File: src/rtl/my_pkg.sv
// Shared MAC-table types, default sizes and the one-hot to binary encoder
// used by the learn side and the lookup side.
package my_pkg;

    localparam int PARAM_1 = 5;
    localparam int PARAM_2 = 32;
    localparam int PARAM_4 = 10000;
    localparam int AGE_W   = $clog2(PARAM_4);

    typedef logic [7:0] my_type;
    typedef my_type [PARAM_2-1:0] T_MAC_TABLE;

    typedef enum logic [1:0] {LEARN_NEW, LEARN_REFRESH, LEARN_FULL} learn_status_t;
    typedef enum logic [1:0] {ST_IDLE, ST_CMP, ST_RESP, ST_SWEEP} learn_state_t;

    // ORing the indices of all set bits gives the position when at most one bit is set.
    function automatic logic [PARAM_1-1:0] one_hot_to_binary(input logic [PARAM_2-1:0] oh);
        logic [PARAM_1-1:0] bin;
        bin = '0;
        for (int i = 0; i < PARAM_2; i++) begin
            if (oh[i]) begin
                bin = bin | PARAM_1'(i);
            end
        end
        return bin;
    endfunction

endpackage

File: src/rtl/mac_age_timer.sv
// Free-running aging period counter; o_wrap is high for the one cycle in
// which the counter sits at PERIOD-1 and is about to return to zero.
module mac_age_timer
    import my_pkg::*;
#(
    parameter int PERIOD = PARAM_4,
    parameter int CNT_W  = AGE_W
) (
    input  logic clk,
    input  logic rst_n,
    output logic o_wrap
);

    logic [CNT_W-1:0] r_cnt;
    logic             w_at_end;

    assign w_at_end = (r_cnt == CNT_W'(PERIOD - 1));
    assign o_wrap   = w_at_end;

    always_ff @(posedge clk or negedge rst_n) begin
        if (!rst_n) begin
            r_cnt <= '0;
        end else if (w_at_end) begin
            r_cnt <= '0;
        end else begin
            r_cnt <= r_cnt + CNT_W'(1);
        end
    end

endmodule

File: src/rtl/mac_table_learn.sv
// Owner of the shared MAC table: learns/refreshes keys, allocates the lowest
// free slot, and periodically ages out entries not refreshed since the last sweep.
module mac_table_learn
    import my_pkg::*;
#(
    parameter int N_ENTRIES  = PARAM_2,
    parameter int IDX_W      = PARAM_1,
    parameter int AGE_PERIOD = PARAM_4
) (
    input  logic                    clk,
    input  logic                    rst_n,
    input  logic                    req_valid,
    output logic                    req_ready,
    input  my_type                  req_key,
    output logic                    resp_valid,
    output logic [IDX_W-1:0]        resp_idx,
    output learn_status_t           resp_status,
    input  logic                    clear,
    output my_type [N_ENTRIES-1:0]  tbl_o,
    output logic [N_ENTRIES-1:0]    tbl_valid_o
);

    localparam int AGE_CW = (AGE_PERIOD > 1) ? $clog2(AGE_PERIOD) : 1;

    learn_state_t           r_state;
    learn_state_t           w_next_state;
    my_type                 r_key;
    my_type [N_ENTRIES-1:0] r_tbl;
    logic [N_ENTRIES-1:0]   r_valid;
    logic [N_ENTRIES-1:0]   r_hit;
    logic                   r_sweep_pend;
    logic [IDX_W-1:0]       r_resp_idx;
    learn_status_t          r_resp_status;

    logic [N_ENTRIES-1:0]   w_match;
    logic [N_ENTRIES-1:0]   w_free;
    logic [N_ENTRIES-1:0]   w_free_low;
    logic                   w_any_match;
    logic                   w_any_free;
    logic                   w_accept;
    logic                   w_wrap;
    logic [IDX_W-1:0]       w_match_idx;
    logic [IDX_W-1:0]       w_free_idx;

    mac_age_timer #(
        .PERIOD (AGE_PERIOD),
        .CNT_W  (AGE_CW)
    ) u_age_timer (
        .clk    (clk),
        .rst_n  (rst_n),
        .o_wrap (w_wrap)
    );

    assign req_ready   = (r_state == ST_IDLE) && !r_sweep_pend && !clear;
    assign w_accept    = req_valid && req_ready;
    assign resp_valid  = (r_state == ST_RESP);
    assign resp_idx    = r_resp_idx;
    assign resp_status = r_resp_status;
    assign tbl_o       = r_tbl;
    assign tbl_valid_o = r_valid;

    // A key is only ever written into a free slot after a miss, so w_match stays one-hot.
    always_comb begin
        w_match = '0;
        for (int i = 0; i < N_ENTRIES; i++) begin
            w_match[i] = r_valid[i] && (r_tbl[i] == r_key);
        end
    end

    assign w_free      = ~r_valid;
    assign w_free_low  = w_free & (-w_free);
    assign w_any_match = |w_match;
    assign w_any_free  = |w_free;
    assign w_match_idx = IDX_W'(one_hot_to_binary(PARAM_2'(w_match)));
    assign w_free_idx  = IDX_W'(one_hot_to_binary(PARAM_2'(w_free_low)));

    always_comb begin
        w_next_state = r_state;
        case (r_state)
            ST_IDLE: begin
                if (r_sweep_pend) begin
                    w_next_state = ST_SWEEP;
                end else if (w_accept) begin
                    w_next_state = ST_CMP;
                end
            end
            ST_CMP:   w_next_state = ST_RESP;
            ST_RESP:  w_next_state = ST_IDLE;
            ST_SWEEP: w_next_state = ST_IDLE;
            default:  w_next_state = ST_IDLE;
        endcase
        if (clear) begin
            w_next_state = ST_IDLE;
        end
    end

    always_ff @(posedge clk or negedge rst_n) begin
        if (!rst_n) begin
            r_state <= ST_IDLE;
        end else begin
            r_state <= w_next_state;
        end
    end

    // clear aborts an in-flight compare, so no table or response update happens under it.
    always_ff @(posedge clk or negedge rst_n) begin
        if (!rst_n) begin
            r_key         <= '0;
            r_tbl         <= '0;
            r_valid       <= '0;
            r_hit         <= '0;
            r_sweep_pend  <= 1'b0;
            r_resp_idx    <= '0;
            r_resp_status <= LEARN_NEW;
        end else begin
            if (w_accept) begin
                r_key <= req_key;
            end
            if (clear) begin
                r_valid      <= '0;
                r_hit        <= '0;
                r_sweep_pend <= 1'b0;
            end else begin
                if (w_wrap) begin
                    r_sweep_pend <= 1'b1;
                end else if (r_state == ST_SWEEP) begin
                    r_sweep_pend <= 1'b0;
                end
                if (r_state == ST_SWEEP) begin
                    r_valid <= r_valid & r_hit;
                    r_hit   <= '0;
                end else if (r_state == ST_CMP) begin
                    if (w_any_match) begin
                        r_hit[w_match_idx] <= 1'b1;
                        r_resp_idx         <= w_match_idx;
                        r_resp_status      <= LEARN_REFRESH;
                    end else if (w_any_free) begin
                        r_tbl[w_free_idx]   <= r_key;
                        r_valid[w_free_idx] <= 1'b1;
                        r_hit[w_free_idx]   <= 1'b1;
                        r_resp_idx          <= w_free_idx;
                        r_resp_status       <= LEARN_NEW;
                    end else begin
                        r_resp_idx    <= '0;
                        r_resp_status <= LEARN_FULL;
                    end
                end
            end
        end
    end

endmodule
File: config.mk
export PLATFORM = sky130hd
export DESIGN_NAME = mac_table_learn
export DESIGN_NICKNAME = d
export VERILOG_FILES = /design/src/rtl/my_pkg.sv /design/src/rtl/mac_age_timer.sv /design/src/rtl/mac_table_learn.sv
export SDC_FILE = /design/constraint.sdc
export NUM_CORES = 1
export LEC_CHECK = 0
export CAP_MARGIN = 30
export CORE_MARGIN = 2
export CORE_UTILIZATION = 50
export CTS_BUF_LIST = sky130_fd_sc_hd__clkbuf_4
export DETAILED_ROUTE_END_ITERATION = 16
export PLACE_DENSITY = 0.73
export SLEW_MARGIN = 5
export SYNTH_ARGS = -nofsm -noshare
export SYNTH_HDL_FRONTEND = slang
export SYNTH_SLANG_ARGS = --single-unit
File: constraint.sdc
create_clock -name clk -period 8.2 [get_ports clk]
set_clock_uncertainty 0.15 [all_clocks]
set_input_delay 1.23 -clock clk [delete_from_list [all_inputs] [get_ports clk]]
set_output_delay 1.23 -clock clk [all_outputs]
set_load 0.005 [all_outputs]
==> impl_metrics.csv <==
group,metric,value,unit
route,routedLengthMet1,24400,um
setup_path,cpMostUsedCell,"buf_4",
pwr,powerDensity,185,nW/um^2
floorplanning,start_util,50.9,%
floorplanning,dieArea,38000,um^2
setup_path,worstPathRequired,8.72,ns
yosys,yosysSeqAreaShare,48.4,%
timing,slew_viol_final,0,
pwr,vdd_drop_max,0.142,mV
final_layout,drive_above_1_share,24.8,%
yosys,syn_avg_cell_area,11.5,um^2
setup_path,critPathSlowestCell,"dfrtp_2",
clock_tree,cts_tree,"done",
global_routing,grt_util_all_layers,29.9,%
clock_tree,post_cts_buffers,0,
job,maxCapViolCount,0,
floorplanning,core_area,35700,um^2
timing,setup_tns,0,ns
global_routing,grt_pass1_wl,86900,um
pwr,p_int,2990,uW
clock_tree,cts_sinks,352,
final_layout,area_growth_syn_to_layout,25.7,%
yosys,netlist_area,18200,um^2
clock_tree,clk_pin_slew_worst_paths,0.07,ns
timing,max_freq,185,MHz
timing,holdWs,0.283,ns
timing,min_period_over_period,66.1,%
route,ant_nets,0,
final_layout,nets,1923,
timing,setup_viol,0,
setup_path,critPathCaptureType,"register",
route,drc_errors,0,
pwr,clkPwrFrac,38.1,%
min_path,min_path_type,"in2async",
route,wl,56500,um
clock_tree,cts_root_buffer,"clkbuf_4",
global_routing,grt_pass1_vias,14053,
route,drt-initial-drc-count,1069,
yosys,ys_seq_elements,352,
floorplanning,fp.dieH,195,um
setup_path,cp_max_fo,35,
pwr,seqPwrFrac,45.5,%
clock_tree,htreeDepth,3,
floorplanning,fp-row-count,69,
timing,grt_setup_unrepaired,"no",
placement,dp_cells,2272,
setup_path,critPathKind,"reg2reg",
clock_tree,clk_latency,0.79,ns
setup_path,arrival,5.94,ns
placement,io_buffers,308,
floorplanning,die_w,195,um
setup_path,cpPeakStageDelay,0.83,ns
clock_tree,cts-hold-fix-buffers,0,
route,routed-wl-met2,26600,um
placement,dpl-instance-area,21600,um^2
clock_tree,cts_made_buffers,96,
route,dr.pass1.iters,5,
placement,dp_hpwl,40500,um
pwr,p_leak,0.00998,uW
yosys,synth_fp_nets,1593,
yosys,syn-instance-count,1580,
outcome,status,"finished, final reports clean",
global_routing,grt_overflow_total,0,
setup_path,worstSetupStartpointType,"register",
yosys,synth.distinct_cells,73,
final_layout,fin_cells,2448,
timing,slew_headroom,37.6,%
clock_tree,clockBufferDepth,3,
yosys,synth-main-ff-cell,"dfrtp_1",
placement,gp_congestion,0.942,
route,top_layer,"met4",
yosys,yosysWarnings,0,
clock_tree,cts_resized,0,
pwr,p_comb_share,16.4,%
pwr,netSwitchingFraction,29.6,%
route,wl_met3,4290,um
global_routing,grt_start_max_net_pins,128,
final_layout,post-route-cell-area,22900,um^2
route,wl_per_cell,23.1,um
setup_path,path_cells,"buf_4 > xnor2_1 > nand4_1 > nor4_1 > or4_4 > or4b_4 > nor2_4 > and2_2 > buf_4 > nand4_2 > mux2_2",
route,vias_per_cell,5.77,
floorplanning,ioPinCount,309,
yosys,synth_edf_count,0,
timing,layout_min_cycle_time,5.42,ns
global_routing,grt_antenna_before_repair,3,
route,vias,14132,
pwr,power_switching,1250,uW
yosys,async_flop_share,100,%
timing,hold_viol_final,0,
timing,worst_slew_pin_slew,0.928,ns
## metrics by stage
stage	setup slack, ns	total power (uW)	util, %
CTS	2.81	4280	64.0
global route	2.64	4440	64.0
global placement	2.70	2640	60.3
finish	2.78	4240	64.0
floorplan	4.49	2370	-
detailed placement	2.57	2650	60.5
## logic make-up (layout without fill, tap and decap cells)
logic type	count (synthesis)	count (layout)	share of synthesized area [%]
adders and majority gates	1	1	0.0687
other	0	2	0
xor gates and xnor gates	268	268	12.9
muxes	264	264	16.5
DFF	352	352	48.4
and+or+nand+nor	433	433	13.7
buffers and inverters	115	520	3.26
AOI/OAI and AO/OA	147	147	5.24
## layout by cell type, fill, tap and decap left out, drive strengths merged, types with 5 or more instances in the layout
cell type and n:
a21oi 14, xor2 67, inv 11, nor4 34, nand3 55, nor3b 5, a41oi 5, nand2 111
nand2b 6, clkinv 24, a22oi 22, nor2b 28, a31oi 7, o31ai 7, nor3 42, a32oi 8
or2 7, or3 7, buf 31, dfrtp 352, nand4 44, and2 7, o21ai 60, clkdlybuf4s50 307
nor2 59, clkbuf 145, and3 8, xnor2 201, mux2 264
## synthesized netlist by cell type (all sizes together) (9+ instances only)
cell	number	area, um^2
nor4	34	234
nand2	111	417
nand3	55	455
inv	9	33.8
a21oi	14	70.1
xnor2	201	1760
nor2	59	236
nor2b	28	175
xor2	67	587
nand4	44	300
dfrtp	352	8810
a22oi	22	165
o21ai	60	300
clkbuf	52	196
nor3	42	220
mux2	264	3000
buf	54	363
## critical path: cells and delay by family, from the launching register on
family | cells | cell delay [ns]
XOR/XNOR | 1 | 0.13
buffers and inverters | 2 | 0.91
flip-flops | 1 | 0.83
multiplexers | 1 | 0.40
AND/OR/NAND/NOR | 7 | 2.85
## sequential cells by signal, summed over array words and instances (netlist names)
signal / count
r_hit: 32
r_key: 8
r_state: 2
r_sweep_pend: 1
resp_idx: 5
resp_status: 2
tbl_o: 256
tbl_valid_o: 32
u_age_timer.r_cnt: 14
## metal layers
layer	global-route usage (%)	up-vias
met5	0	-
met1	41.1	7164
li1	-	6314
met3	6.99	80
met2	47.4	574
met4	9.19	0
## final cells by class
cell class	count	area (um^2)
Antenna cell	2	5.00
Clock buffer	145	1090
Clock inverter	28	168
Fill cell	2902	12800
Inverter	9	33.8
Multi-Input combinational cell	1113	8810
Sequential cell	352	8820
Tap cell	461	577
Timing Repair Buffer	338	3390
## final timing paths
| path | slack, ns | endpoint | startpoint | cells after the start |
|---|---|---|---|---|
| min in group clk | 0.33 | r_hit[2] | r_hit[2] | 2 |
| max | 2.78 | tbl_o[163] | r_key[4] | 11 |
| max in group asynchronous | 6.24 | tbl_o[80] | rst_n | 2 |
| min | 0.28 | r_sweep_pend | rst_n | 1 |
| max reg2reg | 2.78 | tbl_o[163] | r_key[4] | 11 |
| min reg2reg | 0.33 | r_hit[2] | r_hit[2] | 2 |
## power groups by stage
stage,Clock (uW),Combinational (uW),Sequential [uW]
final,1620,696,1930
after global routing,1750,755,1940
after floorplan,0,507,1870
after global placement,0,680,1960
after CTS,1650,699,1930
after detailed placement,0,694,1960
Note: power is estimated with default switching activity, not from simulation.
